[src/rtl/ddr4_cmd_monitor.sv]
// ddr4_cmd_monitor
//   Passive DDR4 command-bus monitor. It samples the same command/address pins
//   the DIMM sees, decodes one command per clock, tracks open/closed state and
//   a tRCD/tRP timer for each of the 16 banks, flags protocol violations and
//   keeps saturating ACT/RD/WR counters.
// Ports
//   sys_clk, sys_reset         rising-edge clock, synchronous active-high reset
//   c0_ddr4_act_n/adr/ba/bg    command/address taps (inputs only)
//   c0_ddr4_cs_n/cke           a command is sampled only when cs_n=0 and cke=1
//   cmd_valid/type/bank/...    registered decode, one cycle after the sample edge
//   bank_open                  bit k set while bank {bg,ba}=k is open
//   err_valid/err_code         violation pulse aligned with cmd_valid
//   err_sticky                 set on any violation until reset
//   act_cnt/rd_cnt/wr_cnt      saturating command counts

// Per-bank state: open flag plus one shared timer. Which delay the timer is
// currently enforcing (tRCD or tRP) is implied by the open flag.
module ddr4_bank_state #(
    parameter int T_RCD = 16,
    parameter int T_RP  = 16,
    parameter int TW    = 4
) (
    input  logic sys_clk,
    input  logic sys_reset,
    input  logic act,
    input  logic close,
    output logic is_open,
    output logic timer_zero
);
    logic [TW-1:0] tmr;

    always_ff @(posedge sys_clk) begin
        if (sys_reset) begin
            is_open <= 1'b0;
            tmr     <= '0;
        end else if (act) begin
            is_open <= 1'b1;
            tmr     <= TW'(T_RCD - 1);
        end else if (close) begin
            is_open <= 1'b0;
            tmr     <= TW'(T_RP - 1);
        end else if (tmr != '0) begin
            tmr     <= tmr - 1'b1;
        end
    end

    assign timer_zero = (tmr == '0);
endmodule

module ddr4_cmd_monitor #(
    parameter int T_RCD = 16,
    parameter int T_RP  = 16,
    parameter int CNT_W = 32
) (
    input  logic             sys_clk,
    input  logic             sys_reset,
    input  logic             c0_ddr4_act_n,
    input  logic [16:0]      c0_ddr4_adr,
    input  logic [1:0]       c0_ddr4_ba,
    input  logic [1:0]       c0_ddr4_bg,
    input  logic             c0_ddr4_cs_n,
    input  logic             c0_ddr4_cke,
    output logic             cmd_valid,
    output logic [3:0]       cmd_type,
    output logic [3:0]       cmd_bank,
    output logic [16:0]      cmd_row,
    output logic [9:0]       cmd_col,
    output logic             cmd_ap,
    output logic [15:0]      bank_open,
    output logic             err_valid,
    output logic [2:0]       err_code,
    output logic             err_sticky,
    output logic [CNT_W-1:0] act_cnt,
    output logic [CNT_W-1:0] rd_cnt,
    output logic [CNT_W-1:0] wr_cnt
);
    localparam int NUM_BANKS = 16;
    localparam int TMAX      = (T_RCD > T_RP) ? T_RCD : T_RP;
    localparam int TW        = ($clog2(TMAX) < 1) ? 1 : $clog2(TMAX);

    localparam logic [3:0] C_MRS = 4'd0, C_REF = 4'd1, C_PRE = 4'd2, C_PREA = 4'd3,
                           C_WR  = 4'd4, C_RD  = 4'd5, C_ZQC = 4'd6, C_ACT  = 4'd7,
                           C_RFU = 4'd8;

    logic                 sample, valid_d;
    logic [3:0]           type_d, sel;
    logic [2:0]           err_d;
    logic                 is_act, is_rd, is_wr, is_pre, is_prea, is_ref;
    logic [NUM_BANKS-1:0] open_v, tz_v;

    assign sample = !c0_ddr4_cs_n && c0_ddr4_cke;
    assign sel    = {c0_ddr4_bg, c0_ddr4_ba};

    always_comb begin
        valid_d = 1'b0;
        type_d  = C_MRS;
        if (sample) begin
            valid_d = 1'b1;
            if (!c0_ddr4_act_n) begin
                type_d = C_ACT;
            end else begin
                case (c0_ddr4_adr[16:14])
                    3'b000:  type_d = C_MRS;
                    3'b001:  type_d = C_REF;
                    3'b010:  type_d = c0_ddr4_adr[10] ? C_PREA : C_PRE;
                    3'b011:  type_d = C_RFU;
                    3'b100:  type_d = C_WR;
                    3'b101:  type_d = C_RD;
                    3'b110:  type_d = C_ZQC;
                    default: valid_d = 1'b0;   // 111 is a NOP
                endcase
            end
        end
    end

    assign is_act  = valid_d && (type_d == C_ACT);
    assign is_rd   = valid_d && (type_d == C_RD);
    assign is_wr   = valid_d && (type_d == C_WR);
    assign is_pre  = valid_d && (type_d == C_PRE);
    assign is_prea = valid_d && (type_d == C_PREA);
    assign is_ref  = valid_d && (type_d == C_REF);

    genvar k;
    generate
        for (k = 0; k < NUM_BANKS; k++) begin : g_bank
            logic hit;
            assign hit = (sel == 4'(k));
            ddr4_bank_state #(.T_RCD(T_RCD), .T_RP(T_RP), .TW(TW)) u_bank (
                .sys_clk    (sys_clk),
                .sys_reset  (sys_reset),
                .act        (is_act && hit),
                // auto-precharge closes the addressed bank on the RD/WR edge
                .close      (is_prea || (hit && (is_pre ||
                             ((is_rd || is_wr) && c0_ddr4_adr[10])))),
                .is_open    (open_v[k]),
                .timer_zero (tz_v[k])
            );
        end
    endgenerate

    // Closed-bank and open-bank errors take priority over the timer errors.
    always_comb begin
        err_d = 3'd0;
        if (is_rd || is_wr) begin
            if (!open_v[sel])   err_d = 3'd1;
            else if (!tz_v[sel]) err_d = 3'd3;
        end else if (is_act) begin
            if (open_v[sel])    err_d = 3'd2;
            else if (!tz_v[sel]) err_d = 3'd4;
        end else if (is_ref) begin
            if (|open_v)        err_d = 3'd5;
        end else if (valid_d && (type_d == C_RFU)) begin
            err_d = 3'd6;
        end
    end

    always_ff @(posedge sys_clk) begin
        if (sys_reset) begin
            cmd_valid  <= 1'b0;
            cmd_type   <= '0;
            cmd_bank   <= '0;
            cmd_row    <= '0;
            cmd_col    <= '0;
            cmd_ap     <= 1'b0;
            err_valid  <= 1'b0;
            err_code   <= '0;
            err_sticky <= 1'b0;
            act_cnt    <= '0;
            rd_cnt     <= '0;
            wr_cnt     <= '0;
        end else begin
            cmd_valid  <= valid_d;
            cmd_type   <= valid_d ? type_d : 4'd0;
            cmd_bank   <= valid_d ? sel : 4'd0;
            cmd_row    <= is_act ? c0_ddr4_adr : 17'd0;
            cmd_col    <= (is_rd || is_wr) ? c0_ddr4_adr[9:0] : 10'd0;
            cmd_ap     <= (is_rd || is_wr) && c0_ddr4_adr[10];
            err_valid  <= (err_d != 3'd0);
            err_code   <= err_d;
            if (err_d != 3'd0) err_sticky <= 1'b1;
            if (is_act && (act_cnt != '1)) act_cnt <= act_cnt + 1'b1;
            if (is_rd  && (rd_cnt  != '1)) rd_cnt  <= rd_cnt  + 1'b1;
            if (is_wr  && (wr_cnt  != '1)) wr_cnt  <= wr_cnt  + 1'b1;
        end
    end

    assign bank_open = open_v;
endmodule

[config.mk]
export PLATFORM = sky130hd
export DESIGN_NAME = ddr4_cmd_monitor
export DESIGN_NICKNAME = d
export VERILOG_FILES = /design/src/rtl/ddr4_cmd_monitor.sv
export SDC_FILE = /design/constraint.sdc
export NUM_CORES = 1
export LEC_CHECK = 0
export ABC_AREA = 0
export CORE_ASPECT_RATIO = 2
export CORE_MARGIN = 8
export CORE_UTILIZATION = 50
export CTS_CLUSTER_SIZE = 24
export DETAILED_ROUTE_END_ITERATION = 10
export PLACE_DENSITY_LB_ADDON = 0.3
export SYNTH_ARGS = -nofsm -noshare
export SYNTH_HDL_FRONTEND = slang
export SYNTH_SLANG_ARGS = --single-unit
[constraint.sdc]
create_clock -name sys_clk -period 4.44 [get_ports sys_clk]
set_clock_uncertainty 0.15 [all_clocks]
set_input_delay 0.888 -clock sys_clk [delete_from_list [all_inputs] [get_ports sys_clk]]
set_output_delay 0.888 -clock sys_clk [all_outputs]
set_load 0.01 [all_outputs]
## Yosys cells after proc, flatten, opt, wreduce, memory -nomap -nowiden

Index checks and enable logic that the tools add are counted.

- Flip-flop bits (word level): 218
- Bits of input ports: 26
- Output and inout port bits: 154

- Add/sub/neg operators: 19
- Order comparisons: 1
- Equality and inequality tests: 31
- Muxes and demuxes: 100
- Bitwise operators: 3
- Reductions and logical operators: 135

Operators by type and width:

| kind | number |
|---|---|
| $mux W4 | 50 |
| $add A32 B1 Y32 const B | 3 |
| $ne A32 B32 Y1 const B | 3 |
| $logic_not A4 Y1 | 17 |
| $reduce_bool A4 Y1 | 16 |
| $sub A4 B1 Y4 const B | 16 |
| $reduce_bool A3 Y1 | 17 |
| $logic_and A1 B1 Y1 | 44 |
| $mux W1 | 38 |
| $eq A4 B4 Y1 const B | 9 |
| $reduce_bool A2 Y1 | 16 |
| $eq A4 B3 Y1 const B | 7 |
| $pmux W4 S6 | 1 |
| $mux W3 | 7 |
| $logic_or A1 B1 Y1 | 18 |
| $eq A4 B2 Y1 const B | 4 |
| $reduce_or A16 Y1 | 1 |
| $eq A3 B3 Y1 const B | 3 |
| $bmux W1 S4 | 2 |
| $eq A4 B1 Y1 const B | 2 |
| $reduce_or A7 Y1 | 1 |
| $eq A3 B2 Y1 const B | 2 |
| $reduce_or A2 Y1 | 3 |
| $lt A4 B5 Y1 const B | 1 |
| other kinds (5) | 8 |

## Longest topological paths before layout

- Word-level depth: 13
- Mapped depth: 9
- Gate-level depth less buffers: 8

## Cells and area by module

From an unflattened synthesis, not the netlist that was laid out.

- Cell total of the unflattened synthesis: 1141
- Area, all modules: 10246.1 µm²

Modules (own cells, without submodules):

| module | times used | cells an instance | area each (µm²) | seq. area each (µm²) |
|---|---|---|---|---|
| ddr4_cmd_monitor | 1 | 757 | 6582.6 | 2762.6 |
| ddr4_bank_state | 16 | 24 | 229.0 | 100.1 |

## Worst setup path before layout

OpenSTA, ideal clock, no wires.

- Kind: input to register
- From: in c0_ddr4_act_n
- To: reg act_cnt[31]
- Arrival: 2.614 ns
- Path slack: 1.549 ns
- Stages on the path: 8
- Path through: buf_2 > or3b_2 > or2_1 > a311o_2 > buf_2 > nor3_1 > xnor2_1 > nor2_1

- Cells in the longest elaborated chain, start to end: 5

RTL lines:

| element | RTL line | source |
|---|---|---|
| start, declared | 57 | `input logic c0_ddr4_act_n,` |
| $mux W4 | 99 | `if (!c0_ddr4_act_n) begin` |
| $mux W4 | 97 | `if (sample) begin` |
| $eq A4 B3 Y1 | 116 | `assign is_act = valid_d && (type_d == C_ACT);` |
| $logic_and A1 B1 Y1 * | 116 |  |
| $logic_and A1 B1 Y1 * | 181 | `if (is_act && (act_cnt != '1)) act_cnt <= act_cnt + 1'b1;` |
| end signal, assigned | 181 |  |
| end, declared | 73 | `output logic [CNT_W-1:0] act_cnt,` |

Every way passes the cells marked *; elsewhere a longest branch is shown, timed or not.
A chain may end at the register's enable or synchronous reset.

## Final worst setup path

- From: in c0_ddr4_act_n
- To: reg wr_cnt[25]

- Cells in the longest elaborated chain, start to end: 5

RTL lines:

| element | RTL line | source |
|---|---|---|
| $mux W4 | 99 |  |
| $mux W4 | 97 |  |
| $eq A4 B3 Y1 | 118 | `assign is_wr = valid_d && (type_d == C_WR);` |
| $logic_and A1 B1 Y1 * | 118 |  |
| $logic_and A1 B1 Y1 * | 183 | `if (is_wr && (wr_cnt != '1)) wr_cnt <= wr_cnt + 1'b1;` |
| end signal, assigned | 183 |  |
| end, declared | 75 | `output logic [CNT_W-1:0] wr_cnt` |

Marks and branches as above.

==> flow_metrics.tcl <==
set metrics [dict create \
    hold_viol_final 0 \
    grt_pass1_wl_mm 43.2 \
    worstSkewPairLatency_ns 0.49 \
    p_sw_frac 0.293 \
    max_freq_mhz 306 \
    start_kind "input pin" \
    netlist_area_um2 10100 \
    cts_tree "built" \
    dpl_cell_area_um2 12000 \
    layout_commonest_cell "dfxtp_1" \
    cts.sink_count 218 \
    ys_ff_latch 218 \
    end_kind "register" \
    syn_avg_cell_area_um2 8.55 \
    power_density_nw_per_um2 440 \
    grt_pass1_vias 8833 \
    layout_min_cycle_time_ns 3.27 \
    antenna_found_initial 2 \
    die_h_um 217 \
    vias_per_cell 5.65 \
    syn_inst 1180 \
    ant_nets 0 \
    ctsResizeCount 0 \
    p_switching_mw 1.63 \
    path_clk_slew_ns 0.07 \
    cts_setup_buffers 0 \
    die_area_um2 25300 \
    grt_usage 0.207 \
    areaGrowthSynthToFinish_pct 25.6 \
    grt_overflow 0 \
    internal_power_mw 3.94 \
    htree_levels 1 \
    layout.nets 1368 \
    placed_cells 1563 \
    synthArstFlopShare 0 \
    first_iter_violations 431 \
    clockRootBuffer "clkbuf_16" \
    coreArea_um2 19800 \
    arrival_ns 3.55 \
    seq_area_frac_synth 0.433 \
    rows 73 \
    syn_nets 1225 \
    final_area_um2 12700 \
    cts_made_buffers 20 \
    p_leak_nw 4.39 \
    gp_congestion 0.858 \
    cp_top_family "simple AND/OR/NAND/NOR gates" \
    io_buffers 179 \
    critPathMaxStageDelay_ns 0.65 \
    required_ns 4.71 \
    layout.cells.most_common_list "218 x dfxtp_1, 178 x clkdlybuf4s50_1, 136 x a21oi_1" \
    fin_cells 1601 \
    drc 0 \
    ir_drop_mv 0.303 \
    path_cells "clkdlybuf4s50_1 > nand3b_2 > or2_1 > nor3_2 > o211ai_1 > or4_1 > a21oi_1" \
    worst_path_max_delay_cell "clkdlybuf4s50_1" \
    first_pass_iters 5 \
    drv_slew 0 \
    maxSlewHeadroom 0.210 \
    ys_warn_count 0 \
    setup_tns_ns 0 \
    pwr-share-seq 0.426 \
    fin_crit_sh 0.737 \
    critPathKind "input pin to register" \
    synth_cell_types 66 \
    worst-path-buf-inv 1 \
    power.share.clock 0.325 \
    wl_mm 26.8 \
    wl_per_cell_um 16.7 \
    worstHoldPathType "register to register" \
    cts-hold-fix-buffers 0 \
    dp_hpwl_mm 19.4 \
    clock_path_buffers 3 \
    grt_max_degree 114 \
    pin_count 180 \
    start_util 0.509 \
    cp_max_fo 12 \
    die_w_um 116 \
    status "completed" \
    maxCapViolations 0 \
    ys.flop_type "dfxtp_1" \
    finalSetupViolCount 0 \
    worst_pin_slew_ns 1.18 \
    p_comb_frac 0.249 \
    dr_total_vias 9050 \
    drive_above_1_share 0.0785 \
    rsz0062_at_grt "no" \
    synth_edf_count 0 \
]
final timing paths:
check | end | from | slack, ns | cells after the start
max | wr_cnt[25]$_SDFFE_PP0P_ | c0_ddr4_act_n | 1.17 | 7
min | err_sticky$_SDFFE_PP0P_ | err_sticky$_SDFFE_PP0P_ | 0.35 | 2
max reg2reg | wr_cnt[4]$_SDFFE_PP0P_ | wr_cnt[20]$_SDFFE_PP0P_ | 1.27 | 7
min reg2reg | err_sticky$_SDFFE_PP0P_ | err_sticky$_SDFFE_PP0P_ | 0.35 | 2
metrics by stage:
stage,power (mW),setup WS [ns],hold slack (ns),util
6_report,5.57,1.17,0.348,0.639
5_1_grt,5.92,0.949,0.361,0.639
3_3_place_gp,3.74,0.787,0.330,0.604
4_1_cts,5.62,1.20,0.351,0.639
2_1_floorplan,3.51,1.55,0.317,-
3_5_place_dp,3.81,0.675,0.337,0.604
worst min-delay path: stages, from the launching register on:
cell and delay (ns):
dfxtp_1 0.33, inv_1 0.05, a311oi_1 0.06
cells by family (layout without fill, tap and decap cells):
group                    count (synthesis)  after routing  synth area share
other                                    0              2                 0
AND/OR/NAND/NOR                        477            477             0.252
flip-flops                             218            218             0.433
XOR/XNOR                                73             73            0.0634
multiplexers                            28             28            0.0352
adder cells (fa/ha/maj)                 19             19            0.0236
AO/OA/AOI/OAI                          246            246             0.141
buffers and inverters                  119            276            0.0521
registers in the layout, indices dropped and copies added (netlist names):
name and flops:
cmd_type 4, cmd_valid 1, g_bank.u_bank.is_open 16, err_code 3, err_sticky 1, cmd_row 17, cmd_ap 1, wr_cnt 32
err_valid 1, g_bank.u_bank.tmr 64, cmd_bank 4, cmd_col 10, rd_cnt 32, act_cnt 32
area by class of cell:
class | count | area [um2]
diodes | 2 | 5.00
clock buffers | 27 | 588
clock inverters | 9 | 103
fillers | 1700 | 7150
inverters | 46 | 173
multi-input cells | 843 | 5210
flip-flops and latches | 218 | 4360
well taps | 262 | 328
repair buffers | 194 | 1910
power by group through the flow:
stage / combinational, mW / sequential, mW / clock, mW
2_1_floorplan: 1.14 / 2.37 / 0
6_report: 1.39 / 2.37 / 1.81
4_1_cts: 1.40 / 2.37 / 1.85
3_3_place_gp: 1.34 / 2.40 / 0
5_1_grt: 1.58 / 2.40 / 1.93
3_5_place_dp: 1.39 / 2.41 / 0
synthesized netlist by cell type, types with 15 or more instances:
cell type,count,area share
o21ai_0,42,0.021
or3_1,45,0.028
inv_1,46,0.017
xnor2_1,35,0.030
dfxtp_1,218,0.43
nand2_1,99,0.037
mux2_2,20,0.022
buf_4,17,0.013
ha_1,19,0.024
xor2_1,38,0.033
clkbuf_1,44,0.016
nor3_1,29,0.014
nor4_1,15,0.0093
nor2_1,101,0.038
nand4_1,22,0.014
a21oi_1,136,0.067
and2_1,38,0.024
nand3_1,36,0.018
metal layers:
layer	routed length (um)	share of wire	global-route usage
met3	1920	0.072	0.0485
met4	939	0.035	0.0892
met5	0	0	0
met1	9880	0.37	0.206
met2	14100	0.52	0.390
Note: power is estimated with default switching activity, not from simulation.
